`config.mk`:
```
export PLATFORM = sky130hd
export DESIGN_NAME = rank_select_pipe
export DESIGN_NICKNAME = d
export VERILOG_FILES = /design/src/rtl/rank_select_pipe.sv
export SDC_FILE = /design/constraint.sdc
export NUM_CORES = 1
export LEC_CHECK = 0
export ABC_AREA = 1
export CORE_MARGIN = 2
export CORE_UTILIZATION = 36
export CTS_CLUSTER_DIAMETER = 120
export DETAILED_ROUTE_END_ITERATION = 10
export GPL_TIMING_DRIVEN = 0
export PLACE_DENSITY = 0.64
export RECOVER_POWER = 25
export SLEW_MARGIN = 0
export SYNTH_ARGS = -nofsm -noshare
export SYNTH_HDL_FRONTEND = slang
export SYNTH_SLANG_ARGS = --single-unit
export TNS_END_PERCENT = 10
```
`constraint.sdc`:
```
create_clock -name clk -period 3.95 [get_ports clk]
set_clock_uncertainty 0.2 [all_clocks]
set_input_delay 0.395 -clock clk [delete_from_list [all_inputs] [get_ports clk]]
set_output_delay 0.395 -clock clk [all_outputs]
set_load 0.02 [all_outputs]
```
`src/rtl/rank_select_pipe.sv`:
```
// ---------------------------------------------------------------------------
// rank_select_pipe
//
// Three-stage pipelined order-statistic selector. Each accepted vector of
// CHANNELS samples returns the sample holding the requested rank (0 = minimum)
// and the channel it came from. Equal samples are ordered by channel index,
// so every rank is owned by exactly one channel.
//
// Parameters
//   CHANNELS  number of input channels (>= 2)
//   WIDTH     bits per channel sample
//   SIGNED    1 = two's-complement compare, 0 = unsigned compare
//   IDX_W     width of rank / index fields, $clog2(CHANNELS)
//
// Ports
//   clk        rising-edge clock
//   rst        synchronous active-high reset
//   in_valid   data_in / rank_in valid
//   in_ready   block accepts a vector this cycle
//   data_in    packed samples, channel 0 in the LSBs
//   rank_in    requested rank
//   out_valid  result valid
//   out_ready  downstream accepts the result
//   data_out   selected sample
//   index_out  channel index of the selected sample
//
// Pipeline
//   S1  register samples and the (saturated) requested rank
//   S2  pairwise compares -> per-channel rank, registered
//   S3  pick the channel whose rank matches the request, registered
// All stages share one enable, so the pipeline stalls as a single unit.
// ---------------------------------------------------------------------------
module rank_select_pipe #(
    parameter int CHANNELS = 8,
    parameter int WIDTH    = 8,
    parameter int SIGNED   = 0,
    parameter int IDX_W    = $clog2(CHANNELS)
) (
    input  logic                      clk,
    input  logic                      rst,
    input  logic                      in_valid,
    output logic                      in_ready,
    input  logic [CHANNELS*WIDTH-1:0] data_in,
    input  logic [IDX_W-1:0]          rank_in,
    output logic                      out_valid,
    input  logic                      out_ready,
    output logic [WIDTH-1:0]          data_out,
    output logic [IDX_W-1:0]          index_out
);

    // Number of unordered channel pairs; one comparator per pair.
    localparam int NPAIR = CHANNELS * (CHANNELS - 1) / 2;

    // Flat index of pair (a, b) with a < b, enumerated row by row.
    function automatic int pair_idx(input int a, input int b);
        return a * CHANNELS - (a * (a + 1)) / 2 + (b - a - 1);
    endfunction

    // Sample compare a <= b in the configured number format.
    function automatic logic le_val(input logic [WIDTH-1:0] a,
                                    input logic [WIDTH-1:0] b);
        if (SIGNED != 0) begin
            return $signed(a) <= $signed(b);
        end else begin
            return a <= b;
        end
    endfunction

    genvar gi, gj;

    // -----------------------------------------------------------------------
    // Flow control: a single enable moves every stage, bubbles included.
    // -----------------------------------------------------------------------
    logic en;
    logic out_valid_reg;

    assign en       = !out_valid_reg || out_ready;
    assign in_ready = en && !rst;

    // -----------------------------------------------------------------------
    // S1: capture samples and requested rank
    // -----------------------------------------------------------------------
    logic [WIDTH-1:0] in_chan     [CHANNELS];
    logic [WIDTH-1:0] s1_data_reg [CHANNELS];
    logic [IDX_W-1:0] rank_sat;
    logic [IDX_W-1:0] s1_rank_reg;
    logic             s1_valid_reg;

    generate
        for (gi = 0; gi < CHANNELS; gi++) begin : g_unpack
            assign in_chan[gi] = data_in[gi*WIDTH +: WIDTH];
        end
    endgenerate

    // For non-power-of-two CHANNELS the rank field can encode values past
    // the last channel; those requests mean "maximum".
    always_comb begin
        rank_sat = rank_in;
        if ({1'b0, rank_in} > (IDX_W+1)'(CHANNELS - 1)) begin
            rank_sat = IDX_W'(CHANNELS - 1);
        end
    end

    always_ff @(posedge clk) begin
        if (rst) begin
            s1_valid_reg <= 1'b0;
        end else if (en) begin
            s1_valid_reg <= in_valid;
        end
    end

    always_ff @(posedge clk) begin
        if (en) begin
            s1_data_reg <= in_chan;
            s1_rank_reg <= rank_sat;
        end
    end

    // -----------------------------------------------------------------------
    // S2: pairwise compares and per-channel rank
    // -----------------------------------------------------------------------
    // pair_le[pair_idx(a,b)] = 1 means sample a <= sample b (a < b). Because
    // the lower index wins ties, that bit alone says "a precedes b", and its
    // complement says "b precedes a".
    logic [NPAIR-1:0] pair_le;

    generate
        for (gi = 0; gi < CHANNELS; gi++) begin : g_row
            for (gj = gi + 1; gj < CHANNELS; gj++) begin : g_col
                localparam int PI = pair_idx(gi, gj);
                assign pair_le[PI] = le_val(s1_data_reg[gi], s1_data_reg[gj]);
            end
        end
    endgenerate

    // Rank of channel k = number of channels that precede it.
    logic [IDX_W-1:0] rank_cnt [CHANNELS];

    always_comb begin
        logic [IDX_W-1:0] acc;
        rank_cnt = '{default: '0};
        acc      = '0;
        for (int k = 0; k < CHANNELS; k++) begin
            acc = '0;
            for (int j = 0; j < CHANNELS; j++) begin
                if (j < k) begin
                    acc = acc + IDX_W'(pair_le[pair_idx(j, k)]);
                end else if (j > k) begin
                    acc = acc + IDX_W'(!pair_le[pair_idx(k, j)]);
                end
            end
            rank_cnt[k] = acc;
        end
    end

    logic [WIDTH-1:0] s2_data_reg [CHANNELS];
    logic [IDX_W-1:0] s2_pos_reg  [CHANNELS];
    logic [IDX_W-1:0] s2_rank_reg;
    logic             s2_valid_reg;

    always_ff @(posedge clk) begin
        if (rst) begin
            s2_valid_reg <= 1'b0;
        end else if (en) begin
            s2_valid_reg <= s1_valid_reg;
        end
    end

    always_ff @(posedge clk) begin
        if (en) begin
            s2_data_reg <= s1_data_reg;
            s2_pos_reg  <= rank_cnt;
            s2_rank_reg <= s1_rank_reg;
        end
    end

    // -----------------------------------------------------------------------
    // S3: select the unique channel holding the requested rank
    // -----------------------------------------------------------------------
    logic [WIDTH-1:0] sel_data;
    logic [IDX_W-1:0] sel_idx;

    // Channel ranks form a permutation, so at most one k matches and the
    // loop order does not act as a priority.
    always_comb begin
        sel_data = '0;
        sel_idx  = '0;
        for (int k = 0; k < CHANNELS; k++) begin
            if (s2_pos_reg[k] == s2_rank_reg) begin
                sel_data = s2_data_reg[k];
                sel_idx  = IDX_W'(k);
            end
        end
    end

    logic [WIDTH-1:0] data_out_reg;
    logic [IDX_W-1:0] index_out_reg;

    // Result registers load only for real vectors, so they stay stable
    // across bubbles and stalls.
    always_ff @(posedge clk) begin
        if (rst) begin
            out_valid_reg <= 1'b0;
            data_out_reg  <= '0;
            index_out_reg <= '0;
        end else if (en) begin
            out_valid_reg <= s2_valid_reg;
            if (s2_valid_reg) begin
                data_out_reg  <= sel_data;
                index_out_reg <= sel_idx;
            end
        end
    end

    assign out_valid = out_valid_reg;
    assign data_out  = data_out_reg;
    assign index_out = index_out_reg;

endmodule

```
# --- Word-level counts from Yosys, hierarchy flattened ---
# Cells that the tools add are included.
classes:
  add_sub_neg: 48
  order_cmp: 28
  n_eq_ne: 8
  mux: 15
  reduce_logical: 33
op_table:
  columns: ["cell", "count"]
  rows:
  - ["8-bit <= comparator", 28]
  - ["3-bit by 1-bit adder with 3-bit output", 32]
  - ["8-bit 2-to-1 mux", 8]
  - ["1-bit logical NOT", 30]
  - ["2-bit by 1-bit adder with 3-bit output", 8]
  - ["3-bit == test", 8]
  - ["3-bit 2-to-1 mux", 6]
  - ["1-bit by 1-bit adder with 2-bit output", 8]
  - ["2-bit AND reduction", 1]
  - ["1-bit logical AND", 1]
  - ["1-bit logical OR", 1]
  - ["1-bit 2-to-1 mux", 1]
totals:
  ff_bits: 172
  out_inout_bits: 13
  wordCells: 163

# --- Logic depth before layout (Yosys ltp) ---
# Gate-level depths: netlist of the first run.
logic_depth:
  word_depth: 9
  depth_mapped: 16
  ltp_nobuf: 16

# --- Worst setup path after synthesis of the first run ---
# OpenSTA, ideal clock, no wires.
synth_timing:
  path_kind: "register to register"
  start: "reg out_valid_reg, in the netlist out_valid"
  end: "reg s1_data_reg[0] in the netlist's numbering, enable pin"
  t_arrival_ps: 3597
  required_time_ps: 3238
  setup_slack_ps: -359
  path_stages_with_launch: 4
  n_path_buf: 0
  period_less_slack_ps: 4309
  cell_sequence: "dfxtp_1 > inv_1 > nor2_1 > inv_1"
synth_between:
  elab_chain_len: 2
synth_rtl:
  columns: ["element", "line", "rtl"]
  rows:
  - ["start: declaration", "75", "logic out_valid_reg;"]
  - ["start signal: assignment", "207", "out_valid_reg <= s2_valid_reg;"]
  - ["1-bit logical NOT", "77", "assign en = !out_valid_reg || out_ready;"]
  - ["1-bit logical OR", "77", null]
  - ["end signal: assignment", "114", "s1_data_reg <= in_chan;"]
  - ["end: declaration", "84", "logic [WIDTH-1:0] s1_data_reg [CHANNELS];"]
# No other way between the ends.
# A chain may end at the register's enable or synchronous reset.

==> flow_summary.ini, run 1 <==
[critical_path]
cp_top_family = adder cells
crit-reg2reg-capture = s2_pos_reg[4]
slowest_stage = fa_1
worstPathCellList = buf_12, inv_2, buf_4, ha_1, nor2_2, nor2_1, o21ai_1, nand2_1, a21oi_4, inv_2, fa_1, inv_1, fa_1, inv_2, fa_2, fa_2
rr_startpoint = s1_data_reg[32]
crit_path_frequent_cell = inv_2
r2r_setup_slack_ns = -0.07
cp_max_fo = 4
critical_path_arrival_ns = 4.03
cpPeakStageDelay_ns = 0.53
crit_path_end_kind = flop
worst-path-buf-inv = 6
crit_required_ns = 3.95
r2r_cells = 16
crit_path_start_kind = flop
path_class = reg -> reg

[clock_tree]
root_buffer = clkbuf_16
cts_tree = done
cts.sinks = 172
clock_latency_ns = 0.46
h-tree-depth = 4
cts-buffers-inserted = 17
clockBufferDepth = 2
holdBufCountCts = 0
path_clk_slew_ns = 0.08

[pwr]
total_power_mw = 6.97
vdd_ir_drop_max_v = 0.000263
leakage_nw = 6.98
power.density_nw_per_um2 = 448

[sta]
finalHoldViolations = 0
rsz0062_at_grt = true
slew_headroom = 0.286
setup_viol = 4
finalWorstSetupSlack_ns = -0.0746
fin_crit_sh = 1.02
drv_slew = 0
tightest_slew_ns = 1.06
clock.fmax_mhz = 248
hold_ws_ns = 0.182
period_minus_slack_ns = 4.02

[hold_path]
holdPathEnd = data_out[3]
worstHoldStart = rst
hold_path.class = in -> reg
min_path_cells = 2

[synthesis]
synth_compound_area_frac = 0.105
syn_nets = 1516
synth_warnings = 0
ys_ff_latch = 172
synth_area_leader_cell = edfxtp_1
syn_area_um2 = 12200
synth_top_family_by_area = adder cells
yosysSeqAreaShare = 0.413
synth_mux_area_frac = 0.00165
synth_cells = 1189
synth-xor-area-share = 0.0178
synth_edf_count = 158
synth.distinct_cells = 42
synth-simple-area-share = 0.114
synthAdderAreaFrac = 0.283
ys_async_sr_fraction = 0
synth_top_area_share = 0.390
synth_area_leaders = edfxtp_1 (39%), ha_1 (23%), inv_1 (5.7%), nand2_1 (5.3%), fa_1 (5.3%)
avgSynthCellArea_um2 = 10.2
ys.flop_type = edfxtp_1

[floorplanning]
dieWidth_um = 188
core_area_um2 = 33400
die_area_um2 = 35300
start_util = 0.364
die_h_um = 188
io_pins = 84
rows = 67

[global_routing]
grt_most_used_layer = met2
gr-usage-met2 = 0.347
antenna_found_initial = 0
grt_max_degree = 47
grtUsageTotal = 0.200
overflow = 0
grt_util_met3 = 0.0314
grt_pass1_vias = 9593
grt_pass1_wl_um = 53300
met1_usage = 0.242

[placed_design]
numPortBuffers = 82
placed_area_um2 = 13600
dpl.hpwl_um = 24800
gp_congestion = 0.876
dp_slack_ns = -0.557

[routing]
postRouteAntennaNets = 0
via_per_inst = 5.15
wire_per_inst_um = 18.7
wl_um = 34700
drc = 0
firstDrtPassIters = 5
dr.first_iter.drc_count = 600
route.vias.total = 9560

[final_layout]
diodes = 0
seqCellArea_um2 = 5020
fin_nets = 1724
synthToLayoutAreaGrowth_pct = 27.9
final_cell_mix = ha_1 (209), nand2_1 (171), edfxtp_1 (158)
layout_commonest_cell = ha_1
multiInputGateArea_um2 = 6790
drive_gt1_frac = 0.183
fill_cells = 3080
post-route-cell-area_um2 = 15600

[status]
status = finished, violations left
violations = negative setup slack

[job]
cap_violations = 0
-- repair_timing --
item | CTS | global route
endpoints found under the setup margin | 21 | 14
buffers inserted | 87 | 17
gates resized for setup | 85 | 42
pin swaps | 33 | 43
-- logic make-up (layout without fill, tap and decap cells) --
family | count (synthesis) | in the layout
xor+xnor | 20 | 20
buf+inv | 199 | 420
fa+ha+maj | 256 | 256
compound gates | 223 | 223
simple gates | 317 | 317
mux | 2 | 2
flops | 172 | 172
-- worst register-to-register path, cell delays in order, from the launching register on --
cell      delay [ns]
edfxtp_1        0.51
buf_12          0.15
inv_2           0.04
buf_4           0.14
ha_1            0.20
nor2_2          0.12
nor2_1          0.05
o21ai_1         0.12
nand2_1         0.10
a21oi_4         0.22
inv_2           0.06
fa_1            0.53
inv_1           0.05
fa_1            0.49
inv_2           0.04
fa_2            0.35
fa_2            0.41
-- metrics by stage --
stage                      util  std cells  setup TNS (ns)
final                     0.466       1858          -0.152
after global routing      0.466       1858           -1.08
after CTS                 0.457       1841          -0.272
after detailed placement  0.408       1722           -6.74
after global placement    0.406       1719         -223.59
after floorplan               -       1189               0
-- area by class of cell --
cell class / count / area share
Tap cell: 448 / 0.0360
Clock buffer: 17 / 0.0273
Multi-Input combinational cell: 818 / 0.436
Inverter: 190 / 0.0485
Buffer: 9 / 0.00466
Timing Repair Buffer: 189 / 0.112
Clock inverter: 15 / 0.0124
Sequential cell: 172 / 0.323
-- worst max path at each step --
stage | from | end | slack, ns | cells past startpoint
finish | s1_data_reg[32] | s2_pos_reg[4] | -0.07 | 16
detailed placement | s1_data_reg[31] | s2_pos_reg[19] | -0.56 | 11
CTS | s1_data_reg[9] | s2_pos_reg[4] | -0.05 | 15
floorplan | out_valid | s1_data_reg[0] | 0.10 | 3
global route | s1_data_reg[55] | s2_pos_reg[19] | -0.14 | 10
global placement | out_ready | s1_data_reg[51] | -1.38 | 3
-- power by group --
group | internal, mW | switching (mW) | leakage (nW)
combinational | 1.10 | 1.63 | 4.90
clock | 0.917 | 0.849 | 0.304
sequential | 2.33 | 0.149 | 1.78
total | 4.34 | 2.63 | 6.98
-- synth_stat cells (3+ instances only) --
cell type and number:
edfxtp_1 158, o21a_1 14, nor3_1 10, o221ai_1 11, xnor2_2 3, fa_1 32, o31ai_1 3, ha_1 224
nand4_1 33, nand2_1 172, dfxtp_1 14, or2_2 3, nand3_1 29, a31oi_1 6, inv_1 186, a21oi_2 4
a21oi_1 114, buf_6 4, nor2_1 59, nand3_2 5, o211ai_1 4, a211oi_1 7, xnor2_1 16, inv_2 4
o21ai_0 49, a32oi_1 3
-- layer usage --
layer / vias to the layer above / routed length (um)
met3: 90 / 1850
met5: - / 0
li1: 4605 / -
met4: 0 / 1460
met2: 326 / 16900
met1: 4539 / 14400
No activity file was read; power rests on OpenSTA's default activity.
==> inputs of run 2 (changes only) <==
--- a/config.mk
+++ b/config.mk
@@ -7,11 +7,11 @@
 export LEC_CHECK = 0
 export ABC_AREA = 1
 export CORE_MARGIN = 2
-export CORE_UTILIZATION = 36
+export CORE_UTILIZATION = 50
 export CTS_CLUSTER_DIAMETER = 120
 export DETAILED_ROUTE_END_ITERATION = 10
 export GPL_TIMING_DRIVEN = 0
-export PLACE_DENSITY = 0.64
+export PLACE_DENSITY = 0.72
 export RECOVER_POWER = 25
 export SLEW_MARGIN = 0
 export SYNTH_ARGS = -nofsm -noshare
==> run 2 against run 1 <==
- the flow still finishes with violations (negative setup slack)
- count of clock-buffer cells in the layout is the same
- cell count shrank 6.9%
- global-route usage grew 6.8 points
- critical path type unchanged
==> flow_summary.ini, run 2 (synthesis results as in run 1) <==
[status]
status = finished, violations left
violations = negative setup slack

[critical_path]
crit_path_frequent_cell = inv_1
crit_path_start_kind = flop
critical_path_arrival_ns = 4.09
cp_top_family = adder cells
cp_max_fo = 5
worstPathCellList = ha_1, a21oi_1, o21ai_1, nand2_1, a32oi_4, inv_1, fa_1, inv_1, fa_1, inv_1, fa_2, fa_2
slowest_stage = edfxtp_1
cp-startpoint = s1_data_reg[41]
cpPeakStageDelay_ns = 0.58
worst-path-buf-inv = 3
crit_path_end_kind = flop
crit_required_ns = 3.93
path_class = reg -> reg
rr_startpoint = s1_data_reg[41]

[floorplanning]
dieWidth_um = 160
die_area_um2 = 25600
core_area_um2 = 24100
io_pins = 84
die_h_um = 160
rows = 57
start_util = 0.504

[final_layout]
layout_commonest_cell = ha_1
synthToLayoutAreaGrowth_pct = 25.5
fin_util = 0.633
drive_gt1_frac = 0.171
post-route-cell-area_um2 = 15300
fin_nets = 1720
diodes = 0
final_cell_mix = ha_1 (212), nand2_1 (172), inv_1 (160)

[global_routing]
met1_usage = 0.338
grt_most_used_layer = met2
grt_pass1_wl_um = 51800
gr-usage-met2 = 0.444
grt_util_met3 = 0.0426
grt_max_degree = 47
grt_pass1_vias = 9472
overflow = 0
grtUsageTotal = 0.268
antenna_found_initial = 0

[clock_tree]
cts.sinks = 172
holdBufCountCts = 0
cts_tree = done
root_buffer = clkbuf_16
h-tree-depth = 4
clockBufferDepth = 2
path_clk_slew_ns = 0.08
cts-buffers-inserted = 17
clock_latency_ns = 0.44

[pwr]
power.density_nw_per_um2 = 452
leakage_nw = 6.95
vdd_ir_drop_max_v = 0.000290

[placed_design]
numPortBuffers = 82
gp_congestion = 0.904
dp_slack_ns = -0.547
dpl.hpwl_um = 23400
placed_area_um2 = 13500

[routing]
route.vias.total = 9744
wl_um = 34000
dr.first_iter.drc_count = 1021
via_per_inst = 5.63
postRouteAntennaNets = 0
firstDrtPassIters = 5
wire_per_inst_um = 19.7
drc = 0

[sta]
slew_headroom = 0.430
setup_viol = 11
clock.fmax_mhz = 243
hold_ws_ns = 0.169
fin_crit_sh = 1.04
finalHoldViolations = 0
tightest_slew_ns = 0.853
rsz0062_at_grt = true
finalSetupTns_ns = -0.794
period_minus_slack_ns = 4.11
drv_slew = 0
finalWorstSetupSlack_ns = -0.159

[job]
cap_violations = 0

[hold_path]
hold_path.class = in -> reg
worstHoldStart = rst
-- run 2: cell types whose count changed in the layout (fill, tap and decap cells not counted), sizes merged --
cell      delta
clkinvlp     -1
bufinv       -1
clkinv       +1
inv          +1
buf          -4
-- run 2: routing by layer --
metal	wire, um	up-vias
li1	-	4604
met1	13500	4586
met2	16200	429
met3	2410	125
met4	1990	0
met5	0	-
-- run 2: path summary, 6_finish.rpt --
| kind | endpoint | slack, ns | cells past startpoint |
|---|---|---|---|
| worst min-delay path | data_out[1] | 0.17 | 2 |
| worst max register to register | s2_pos_reg[13] | -0.16 | 12 |
| worst max-delay path | s2_pos_reg[13] | -0.16 | 12 |
| worst min register to register | s2_rank_reg[0] | 0.23 | 0 |
-- run 2: stage by stage --
| stage | power [mW] | std cells |
|---|---|---|
| finish | 6.90 | 1730 |
| global route | 7.33 | 1730 |
| CTS | 6.83 | 1713 |
| detailed placement | 4.91 | 1598 |
| global placement | 4.81 | 1595 |
| floorplan | 4.15 | 1189 |
-- run 2: worst register-to-register path: stages (launching register included) --
cell and delay (ns):
edfxtp_1 0.58, ha_1 0.41, a21oi_1 0.11, o21ai_1 0.16, nand2_1 0.10, a32oi_4 0.26
inv_1 0.09, fa_1 0.49, inv_1 0.06, fa_1 0.54, inv_1 0.06, fa_2 0.39
fa_2 0.41
-- run 2: cell type report --
type	instances	area [um^2]
clock buffer	17	425
multi-input combinational	818	6710
tap	324	405
sequential	172	5020
clock inverter	15	204
fill	1893	8840
timing repair buffer	185	1680
inverter	190	748
buffer	9	72.6
-- run 2: timing repair --
action                     in CTS  in global routing
pin swaps                      13                 15
setup endpoints to repair      21                 16
setup buffers                  83                 17
resized for setup              71                 30
-- run 2: report_power, final --
group	switching, mW	internal (mW)
sequential	0.155	2.33
combinational	1.58	1.08
clock	0.870	0.880
total	2.61	4.29
==> inputs of run 3 (changes only) <==
--- a/config.mk
+++ b/config.mk
@@ -6,6 +6,7 @@
 export NUM_CORES = 1
 export LEC_CHECK = 0
 export ABC_AREA = 1
+export CAP_MARGIN = 40
 export CORE_MARGIN = 2
 export CORE_UTILIZATION = 50
 export CTS_CLUSTER_DIAMETER = 120
==> run 3 against run 2 <==
- the run still ends with negative setup slack left
- register-to-register slack better by 0.06 ns
- non-clock buffer count increased by 16
- cell area increased by 1.2%
- wire length increased by 0.61%
- flip-flop and latch count unchanged
- clock power down 2%
- critical endpoint is now s2_pos_reg[1]
==> flow_summary.ini, run 3 (synthesis results as in run 1) <==
[global_routing]
grt_pass1_wl_um = 51500
grt_pass1_vias = 9573
overflow = 0
grtUsageTotal = 0.267
grt_max_degree = 43
antenna_found_initial = 0

[pwr]
power.density_nw_per_um2 = 446
leakage_nw = 7.02
vdd_ir_drop_max_v = 0.000264

[status]
violations = negative setup slack
status = finished, violations left

[job]
cap_violations = 0

[sta]
drv_slew = 0
hold_ws_ns = 0.175
finalWorstSetupSlack_ns = -0.100
rsz0062_at_grt = true
period_minus_slack_ns = 4.05
setup_viol = 9
finalSetupTns_ns = -0.660
slew_headroom = 0.395
fin_crit_sh = 1.03
tightest_slew_ns = 0.900
finalHoldViolations = 0
clock.fmax_mhz = 247

[final_layout]
diodes = 0
post-route-cell-area_um2 = 15500
final_cells = 1746
drive_gt1_frac = 0.191
final_cell_mix = ha_1 (210), nand2_1 (172), edfxtp_1 (158)
fin_nets = 1736
fill_cells = 1872
synthToLayoutAreaGrowth_pct = 27.1
layout_commonest_cell = ha_1

[clock_tree]
clock_latency_ns = 0.44
root_buffer = clkbuf_16
cts-buffers-inserted = 17
path_clk_slew_ns = 0.08
h-tree-depth = 4
cts.sinks = 172
clockBufferDepth = 2
cts_tree = done

[floorplanning]
start_util = 0.504
io_pins = 84
die_area_um2 = 25600
die_h_um = 160
core_area_um2 = 24100
rows = 57
dieWidth_um = 160

[routing]
postRouteAntennaNets = 0
firstDrtPassIters = 5
route.vias.total = 9941
drc = 0
dr.first_iter.drc_count = 870
via_per_inst = 5.69
wire_per_inst_um = 19.6
wl_um = 34200

[critical_path]
crit_path_frequent_cell = fa_1
path_class = reg -> reg
critical_path_arrival_ns = 4.04
cpPeakStageDelay_ns = 0.55
crit_path_end_kind = flop
worstPathCellList = buf_4, buf_4, ha_1, nand2_1, o21a_1, o221ai_1, o21ai_2, fa_1, fa_1, fa_1, fa_1
worst-path-buf-inv = 2
crit_required_ns = 3.94
slowest_stage = fa_1
crit_path_start_kind = flop
cp_max_fo = 4
cp_top_family = adder cells

[placed_design]
gp_congestion = 0.904
placed_cells = 1599
dpl.hpwl_um = 23300
placed_area_um2 = 13500
numPortBuffers = 82

[hold_path]
hold_path.class = in -> reg
-- run 3: cell count changes in the layout (fill, tap and decap cells not counted), sizes merged --
| cell | before | now |
|---|---|---|
| clkinv | 6 | 10 |
| clkinvlp | 8 | 11 |
| inv | 191 | 184 |
| buf | 110 | 126 |
-- run 3: path summary, 6_finish.rpt --
path                            slack, ns            start        endpoint  cells after the start
worst max-delay path                -0.10  s1_data_reg[35]   s2_pos_reg[1]                     11
worst min-delay path                 0.17              rst     data_out[1]                      2
worst max register to register      -0.10  s1_data_reg[35]   s2_pos_reg[1]                     11
worst min register to register       0.23   s1_rank_reg[0]  s2_rank_reg[0]                      0
-- run 3: area by class of cell --
type	instances	area, um^2	area share
plain buffers	9	72.6	0.00470
clock buffers	17	425	0.0275
clock inverters	15	191	0.0124
inverters	190	757	0.0490
multi-input cells	818	6760	0.437
flip-flops and latches	172	5020	0.325
well taps	324	405	0.0262
repair buffers	201	1820	0.118
-- run 3: per-stage QoR --
step / power, mW / utilization / worst slack [ns]
after floorplan: 4.15 / - / 0.103
after global placement: 4.81 / 0.555 / -1.24
after detailed placement: 4.91 / 0.559 / -0.545
after CTS: 6.78 / 0.627 / -0.111
after global routing: 7.32 / 0.641 / -0.210
final: 6.90 / 0.641 / -0.100
-- run 3: routing by layer --
metal / part of all wire / GRT usage / wire length (um) / up-vias
li1: - / - / - / 4639
met1: 0.38 / 0.330 / 13100 / 4693
met2: 0.48 / 0.447 / 16500 / 479
met3: 0.083 / 0.0532 / 2830 / 130
met4: 0.053 / 0.131 / 1810 / 0
met5: 0 / 0 / 0 / -
-- run 3: report_power, final --
part | switching [mW] | internal (mW)
registers | 0.150 | 2.33
clock network | 0.849 | 0.863
logic | 1.60 | 1.10
total | 2.60 | 4.29
-- run 3: what timing repair did --
action	in CTS	in global routing
gates resized for setup	79	37
buffers inserted	92	23
endpoints found under the setup margin	21	15
pin swaps	22	28
hold endpoints to repair	0	0
hold buffers	0	0
